$ cat config.mk
export PLATFORM = sky130hd
export DESIGN_NAME = bus_transfer_sequencer
export DESIGN_NICKNAME = d
export VERILOG_FILES = /design/src/rtl/bus_seq_pkg.sv /design/src/rtl/seq_opcode_decode.sv /design/src/rtl/bus_transfer_sequencer.sv
export SDC_FILE = /design/constraint.sdc
export NUM_CORES = 1
export LEC_CHECK = 0
export ABC_AREA = 1
export BUFFER_PORTS_ARGS = -buffer_cell sky130_fd_sc_hd__buf_2
export CAP_MARGIN = 20
export CORE_MARGIN = 5
export CORE_UTILIZATION = 30
export DETAILED_ROUTE_END_ITERATION = 10
export GPL_TIMING_DRIVEN = 0
export HOLD_SLACK_MARGIN = 0.12
export SLEW_MARGIN = 20
export SYNTH_ARGS = -nofsm -noshare
export SYNTH_HDL_FRONTEND = slang
export SYNTH_SLANG_ARGS = --single-unit
export TNS_END_PERCENT = 10
$ cat constraint.sdc
create_clock -name clock -period 1.7 [get_ports clock]
set_input_delay 0.085 -clock clock [delete_from_list [all_inputs] [get_ports clock]]
set_output_delay 0.085 -clock clock [all_outputs]
set_load 0.1 [all_outputs]
$ cat src/rtl/bus_seq_pkg.sv
// bus_seq_pkg: shared definitions for the bus transfer sequencer.
//  - seqState_t : control-step states (IDLE, T0..T6, DONE, ERR)
//  - SRC_*      : bit positions in the one-hot bus source select
//  - OP_*       : opcode constants and the register-to-register ALU range
//  - oneHot16   : 4-bit register number to 16-bit one-hot
// T6 is only reachable when SEQ_HILO_EN is defined.
package bus_seq_pkg;

  typedef enum logic [3:0] {
    IDLE = 4'd0,
    T0   = 4'd1,
    T1   = 4'd2,
    T2   = 4'd3,
    T3   = 4'd4,
    T4   = 4'd5,
    T5   = 4'd6,
    T6   = 4'd7,
    DONE = 4'd8,
    ERR  = 4'd9
  } seqState_t;

  localparam int SRC_R0     = 0;
  localparam int SRC_R15    = 15;
  localparam int SRC_HI     = 16;
  localparam int SRC_LO     = 17;
  localparam int SRC_ZHI    = 18;
  localparam int SRC_ZLO    = 19;
  localparam int SRC_PC     = 20;
  localparam int SRC_MDR    = 21;
  localparam int SRC_INPORT = 22;
  localparam int SRC_C      = 23;
  localparam int SRC_Y      = 24;

  localparam logic [4:0] OP_ALU_MIN = 5'b00011;
  localparam logic [4:0] OP_ALU_MAX = 5'b01110;
  localparam logic [4:0] OP_MUL     = 5'b01111;
  localparam logic [4:0] OP_DIV     = 5'b10000;

  function automatic logic [15:0] oneHot16(input logic [3:0] idx);
    return 16'd1 << idx;
  endfunction

endpackage

$ cat src/rtl/seq_opcode_decode.sv
// seq_opcode_decode: combinational decode of the instruction register.
// Ports:
//  irValue  in  32  IR contents: [31:27] opcode, [26:23] ra, [22:19] rb, [18:15] rc
//  legal    out 1   opcode is a register-to-register ALU op (or mul/div when enabled)
//  isHilo   out 1   opcode is mul/div (always 0 unless SEQ_HILO_EN is defined)
//  opcode   out 5   opcode field
//  raOneHot, rbOneHot, rcOneHot  out 16 each  register fields as one-hots
// Macro: SEQ_HILO_EN enables the mul/div opcodes.
module seq_opcode_decode
  import bus_seq_pkg::*;
(
  input  logic [31:0] irValue,
  output logic        legal,
  output logic        isHilo,
  output logic [4:0]  opcode,
  output logic [15:0] raOneHot,
  output logic [15:0] rbOneHot,
  output logic [15:0] rcOneHot
);

  logic aluRange;
  logic unusedIrBits;

  assign opcode   = irValue[31:27];
  assign raOneHot = oneHot16(irValue[26:23]);
  assign rbOneHot = oneHot16(irValue[22:19]);
  assign rcOneHot = oneHot16(irValue[18:15]);
  assign unusedIrBits = ^irValue[14:0];

  assign aluRange = (opcode >= OP_ALU_MIN) && (opcode <= OP_ALU_MAX);

`ifdef SEQ_HILO_EN
  assign isHilo = (opcode == OP_MUL) || (opcode == OP_DIV);
`else
  assign isHilo = 1'b0;
`endif

  assign legal = aluRange || isHilo;

endmodule

$ cat src/rtl/bus_transfer_sequencer.sv
// bus_transfer_sequencer: control-step sequencer for the shared 32-bit datapath bus.
// One instruction per start pulse: fetch T0-T2, execute T3-T5 (T6 for mul/div).
// Outputs are a Moore decode of the state register (plus the IR fields in T3-T5).
// Ports:
//  clock, reset_n (async, active-low), start, ir_value[31:0], mem_ready
//  busy, done, error                 status
//  src_sel[NUM_SRC-1:0]              one-hot bus source select (order in bus_seq_pkg)
//  reg_in[15:0]                      general-register load enables
//  pc_in, mar_in, ir_in, y_in, z_in, hi_in, lo_in   destination load enables
//  mdr_read, inc_pc, alu_op[4:0]     memory request, PC increment, ALU opcode
// Macro: SEQ_HILO_EN adds mul/div (T5 lo_in, T6 hi_in); otherwise hi_in/lo_in stay 0.
module bus_transfer_sequencer
  import bus_seq_pkg::*;
#(
  parameter int NUM_SRC     = 25,
  parameter int MEM_TIMEOUT = 15
) (
  input  logic               clock,
  input  logic               reset_n,
  input  logic               start,
  input  logic [31:0]        ir_value,
  input  logic               mem_ready,
  output logic               busy,
  output logic               done,
  output logic               error,
  output logic [NUM_SRC-1:0] src_sel,
  output logic [15:0]        reg_in,
  output logic               pc_in,
  output logic               mar_in,
  output logic               ir_in,
  output logic               y_in,
  output logic               z_in,
  output logic               hi_in,
  output logic               lo_in,
  output logic               mdr_read,
  output logic               inc_pc,
  output logic [4:0]         alu_op
);

  localparam logic [3:0] TIMEOUT_LAST = 4'(MEM_TIMEOUT - 1);

  seqState_t   state, nextState;
  logic [3:0]  waitCnt;
  logic        legal, isHilo;
  logic [4:0]  opcode;
  logic [15:0] raOneHot, rbOneHot, rcOneHot;

  seq_opcode_decode uDecode (
    .irValue  (ir_value),
    .legal    (legal),
    .isHilo   (isHilo),
    .opcode   (opcode),
    .raOneHot (raOneHot),
    .rbOneHot (rbOneHot),
    .rcOneHot (rcOneHot)
  );

`ifndef SEQ_HILO_EN
  logic unusedHilo;
  assign unusedHilo = isHilo;
`endif

  always_ff @(posedge clock or negedge reset_n) begin
    if (!reset_n) begin
      state   <= IDLE;
      waitCnt <= '0;
    end else begin
      state <= nextState;
      // Counts T1 cycles; cleared while fetch begins so each fetch gets a full budget.
      if (state == T1)
        waitCnt <= waitCnt + 4'd1;
      else
        waitCnt <= '0;
    end
  end

  always_comb begin
    nextState = state;
    busy      = (state != IDLE);
    done      = 1'b0;
    error     = 1'b0;
    src_sel   = '0;
    reg_in    = '0;
    pc_in     = 1'b0;
    mar_in    = 1'b0;
    ir_in     = 1'b0;
    y_in      = 1'b0;
    z_in      = 1'b0;
    hi_in     = 1'b0;
    lo_in     = 1'b0;
    mdr_read  = 1'b0;
    inc_pc    = 1'b0;
    alu_op    = '0;

    case (state)
      IDLE: begin
        if (start) nextState = T0;
      end
      T0: begin
        src_sel[SRC_PC] = 1'b1;
        mar_in          = 1'b1;
        inc_pc          = 1'b1;
        z_in            = 1'b1;
        nextState       = T1;
      end
      T1: begin
        src_sel[SRC_ZLO] = 1'b1;
        pc_in            = 1'b1;
        mdr_read         = 1'b1;
        // Data arriving on the last allowed cycle still completes the fetch.
        if (mem_ready)
          nextState = T2;
        else if (waitCnt == TIMEOUT_LAST)
          nextState = ERR;
      end
      T2: begin
        src_sel[SRC_MDR] = 1'b1;
        ir_in            = 1'b1;
        nextState        = T3;
      end
      T3: begin
        if (legal) begin
          src_sel[SRC_R15:SRC_R0] = rbOneHot;
          y_in                    = 1'b1;
          nextState               = T4;
        end else begin
          nextState = ERR;
        end
      end
      T4: begin
        src_sel[SRC_R15:SRC_R0] = rcOneHot;
        alu_op                  = opcode;
        z_in                    = 1'b1;
        nextState               = T5;
      end
      T5: begin
        src_sel[SRC_ZLO] = 1'b1;
`ifdef SEQ_HILO_EN
        if (isHilo) begin
          lo_in     = 1'b1;
          nextState = T6;
        end else begin
          reg_in    = raOneHot;
          nextState = DONE;
        end
`else
        reg_in    = raOneHot;
        nextState = DONE;
`endif
      end
`ifdef SEQ_HILO_EN
      T6: begin
        src_sel[SRC_ZHI] = 1'b1;
        hi_in            = 1'b1;
        nextState        = DONE;
      end
`endif
      DONE: begin
        done      = 1'b1;
        nextState = IDLE;
      end
      ERR: begin
        error     = 1'b1;
        nextState = IDLE;
      end
      default: nextState = IDLE;
    endcase
  end

endmodule

==> impl_metrics.tcl <==
set metrics [dict create \
    routed_via_density 4.56 \
    period_share 1.02 \
    antenna_found_initial 0 \
    h-tree-depth 1 \
    postPlaceCellArea_sq_um 1630 \
    leakage_nw 1.17 \
    synth_area_leader_cell "nand2_1" \
    via_count 1599 \
    synth_cell_types 21 \
    fin_crit_ps 1740 \
    fmax_mhz 575 \
    synthCells 213 \
    ant_nets 0 \
    finalSetupViolCount 13 \
    placed_cells 337 \
    finalHoldViolations 0 \
    slowest_delay_ps 390 \
    required_ps 1620 \
    layout.cells.non_filler 351 \
    crit_path_max_fanout 8 \
    synth_area_leaders "nand2_1 21%, dfrtp_1 18%, nor2_1 17%" \
    crit_arrival_ps 1650 \
    place_hpwl_mm 2.95 \
    syn_area_sq_um 1140 \
    mostFrequentLayoutCells "38 x nand2_1, 33 x nor2_1, 29 x buf_2, 26 x inv_1, 25 x nand2_2" \
    hp-class "in -> reg" \
    routabilityCongestion 0.771 \
    cts_tree "built" \
    slowest_stage "dfrtp_1" \
    wl_mm 4.23 \
    crit_chain "inv_2 -> buf_12 -> nand4_4 -> nor2_4 -> nand2_1 -> nand2_2 -> buf_12" \
    syn_avg_cell_area_sq_um 5.33 \
    port_buffers 69 \
    clock_latency_ps 230 \
    rsz0062_at_grt "true" \
    wl_per_cell_um 12.1 \
    area_delta_synth_final_pct 96.8 \
    crit_path_start_kind "register" \
    fillCellCount 346 \
    cts_buffers 3 \
    drv_slew 0 \
    cpMostUsedCell "buf_12" \
    status "finished, violations left" \
    fin_area_sq_um 2240 \
    cp-end-kind "primary output" \
    clockBufferDepth 2 \
    ios 94 \
    gr-usage-all-layers 0.157 \
    drc 0 \
    grt_max_degree 10 \
    die_h_um 71.5 \
    first_iter_violations 84 \
    multi_input_area_sq_um 898 \
    final_nets 343 \
    die_area_sq_um 5120 \
    clk_pin_slew_ps 40 \
    initial_core_util 0.310 \
    grt_pass1_wl_mm 6.78 \
    coreArea_sq_um 3660 \
    violations "setup timing" \
    synth-warning-count 0 \
    critPathKind "reg -> out" \
    ff_latch_area_sq_um 204 \
    ys_ff_latch 8 \
    yosysSeqAreaShare 0.176 \
    finalClockSkew_ps 5.46 \
    synth_top_area_share 0.208 \
    cts-root-buf "clkbuf_8" \
    ir_drop_mv 0.530 \
    grt_pass1_vias 1501 \
    clock-sinks 8 \
    drv_cap 0 \
    drive_gt1_frac 0.505 \
    fp.dieW_um 71.5 \
    fin_ws_ps -38.3 \
    power.density_nw_per_um2 1220 \
    grt.overflow.total 0 \
    first_pass_iters 4 \
    antennaDiodeCount 0 \
    final_common_cell "nand2_1" \
    num_rows 22 \
]
[per-layer routing]
layer  vias up  wire length, um  global-route usage
met5         -                0                   0
met4         0               40              0.0334
met3         4              327              0.0407
met2        68             2170               0.281
met1       712             1690               0.189
li1        815                -                   -
[metrics by stage]
stage | hold WS [ps] | util | power, W | TNS [ps] | setup WS [ps]
2_1_floorplan | -211 | - | 0.00197 | -9630 | -404
3_3_place_gp | -65.4 | 0.446 | 0.00223 | -3450 | -212
3_5_place_dp | -66.3 | 0.446 | 0.00224 | -3160 | -177
4_1_cts | 183 | 0.597 | 0.00268 | -85.5 | -16.9
5_1_grt | 201 | 0.611 | 0.00286 | -2530 | -103
6_report | 186 | 0.611 | 0.00273 | -191 | -38.3
[report_power, final]
| group | internal, W | leakage (nW) | switching (W) |
|---|---|---|---|
| logic | 0.000514 | 1.04 | 0.00168 |
| clock network | 0.000153 | 0.0216 | 0.0000745 |
| registers | 0.000250 | 0.103 | 0.0000614 |
[synth_stat cells]
| cell | count |
|---|---|
| nor2_1 | 52 |
| a21oi_1 | 1 |
| nand4_2 | 1 |
| buf_6 | 1 |
| xnor2_1 | 1 |
| ha_1 | 2 |
| conb_1 | 1 |
| nor2_8 | 1 |
| nand3_1 | 21 |
| o211ai_1 | 1 |
| inv_2 | 3 |
| o21bai_1 | 1 |
| nor2_2 | 3 |
| dfrtp_1 | 8 |
| o221ai_1 | 1 |
| inv_1 | 27 |
| buf_4 | 12 |
| xor2_1 | 1 |
| nand2_1 | 63 |
| nor3_1 | 11 |
| clkbuf_1 | 1 |
[kinds of logic after synthesis]
group / Yosys count / synth area share
flops: 8 / 0.176
buf+inv: 44 / 0.192
fa+ha+maj: 2 / 0.0220
compound gates: 4 / 0.0253
simple gates: 152 / 0.566
xor+xnor: 2 / 0.0154
other cells: 1 / 0.00330
[what timing repair did]
action                                  in CTS  in global routing
gates resized for setup                    127                 15
buffers inserted                             7                  2
pin swaps                                   20                 16
hold endpoints to repair                     8                  0
endpoints found under the setup margin      41                 45
cloned                                       1                  0
hold buffers                                 1                  0
[registers in the layout, indices dropped and copies added, names as in the netlist]
name and cells:
waitCnt 4, state 4
[worst paths after layout]
path,start,to,slack (ps),cells past startpoint
min,mem_ready,state[1]$_DFFE_PN0P_,190,3
max in group asynchronous,reset_n,state[2]$_DFFE_PN0P_,1280,2
min in group asynchronous,reset_n,waitCnt[2]$_DFF_PN0_,230,2
max,state[3]$_DFFE_PN0P_,src_sel[5],-40,7
min reg2reg,waitCnt[0]$_DFF_PN0_,waitCnt[0]$_DFF_PN0_,480,1
max reg2reg,state[3]$_DFFE_PN0P_,state[0]$_DFFE_PN0P_,370,7
[area by class of cell]
type | count | area share
Tap cell | 48 | 0.0269
Multi-Input combinational cell | 168 | 0.402
Sequential cell | 8 | 0.0912
Clock buffer | 3 | 0.0185
Timing Repair Buffer | 80 | 0.364
Buffer | 14 | 0.0470
Inverter | 30 | 0.0504
[worst max-delay path, delay by kind of cell (launching register included)]
kind	cells	cell delay, ps
buffers and inverters	3	360
flip-flops	1	390
AND/OR/NAND/NOR	4	660
Note: power is estimated with default switching activity, not from simulation.
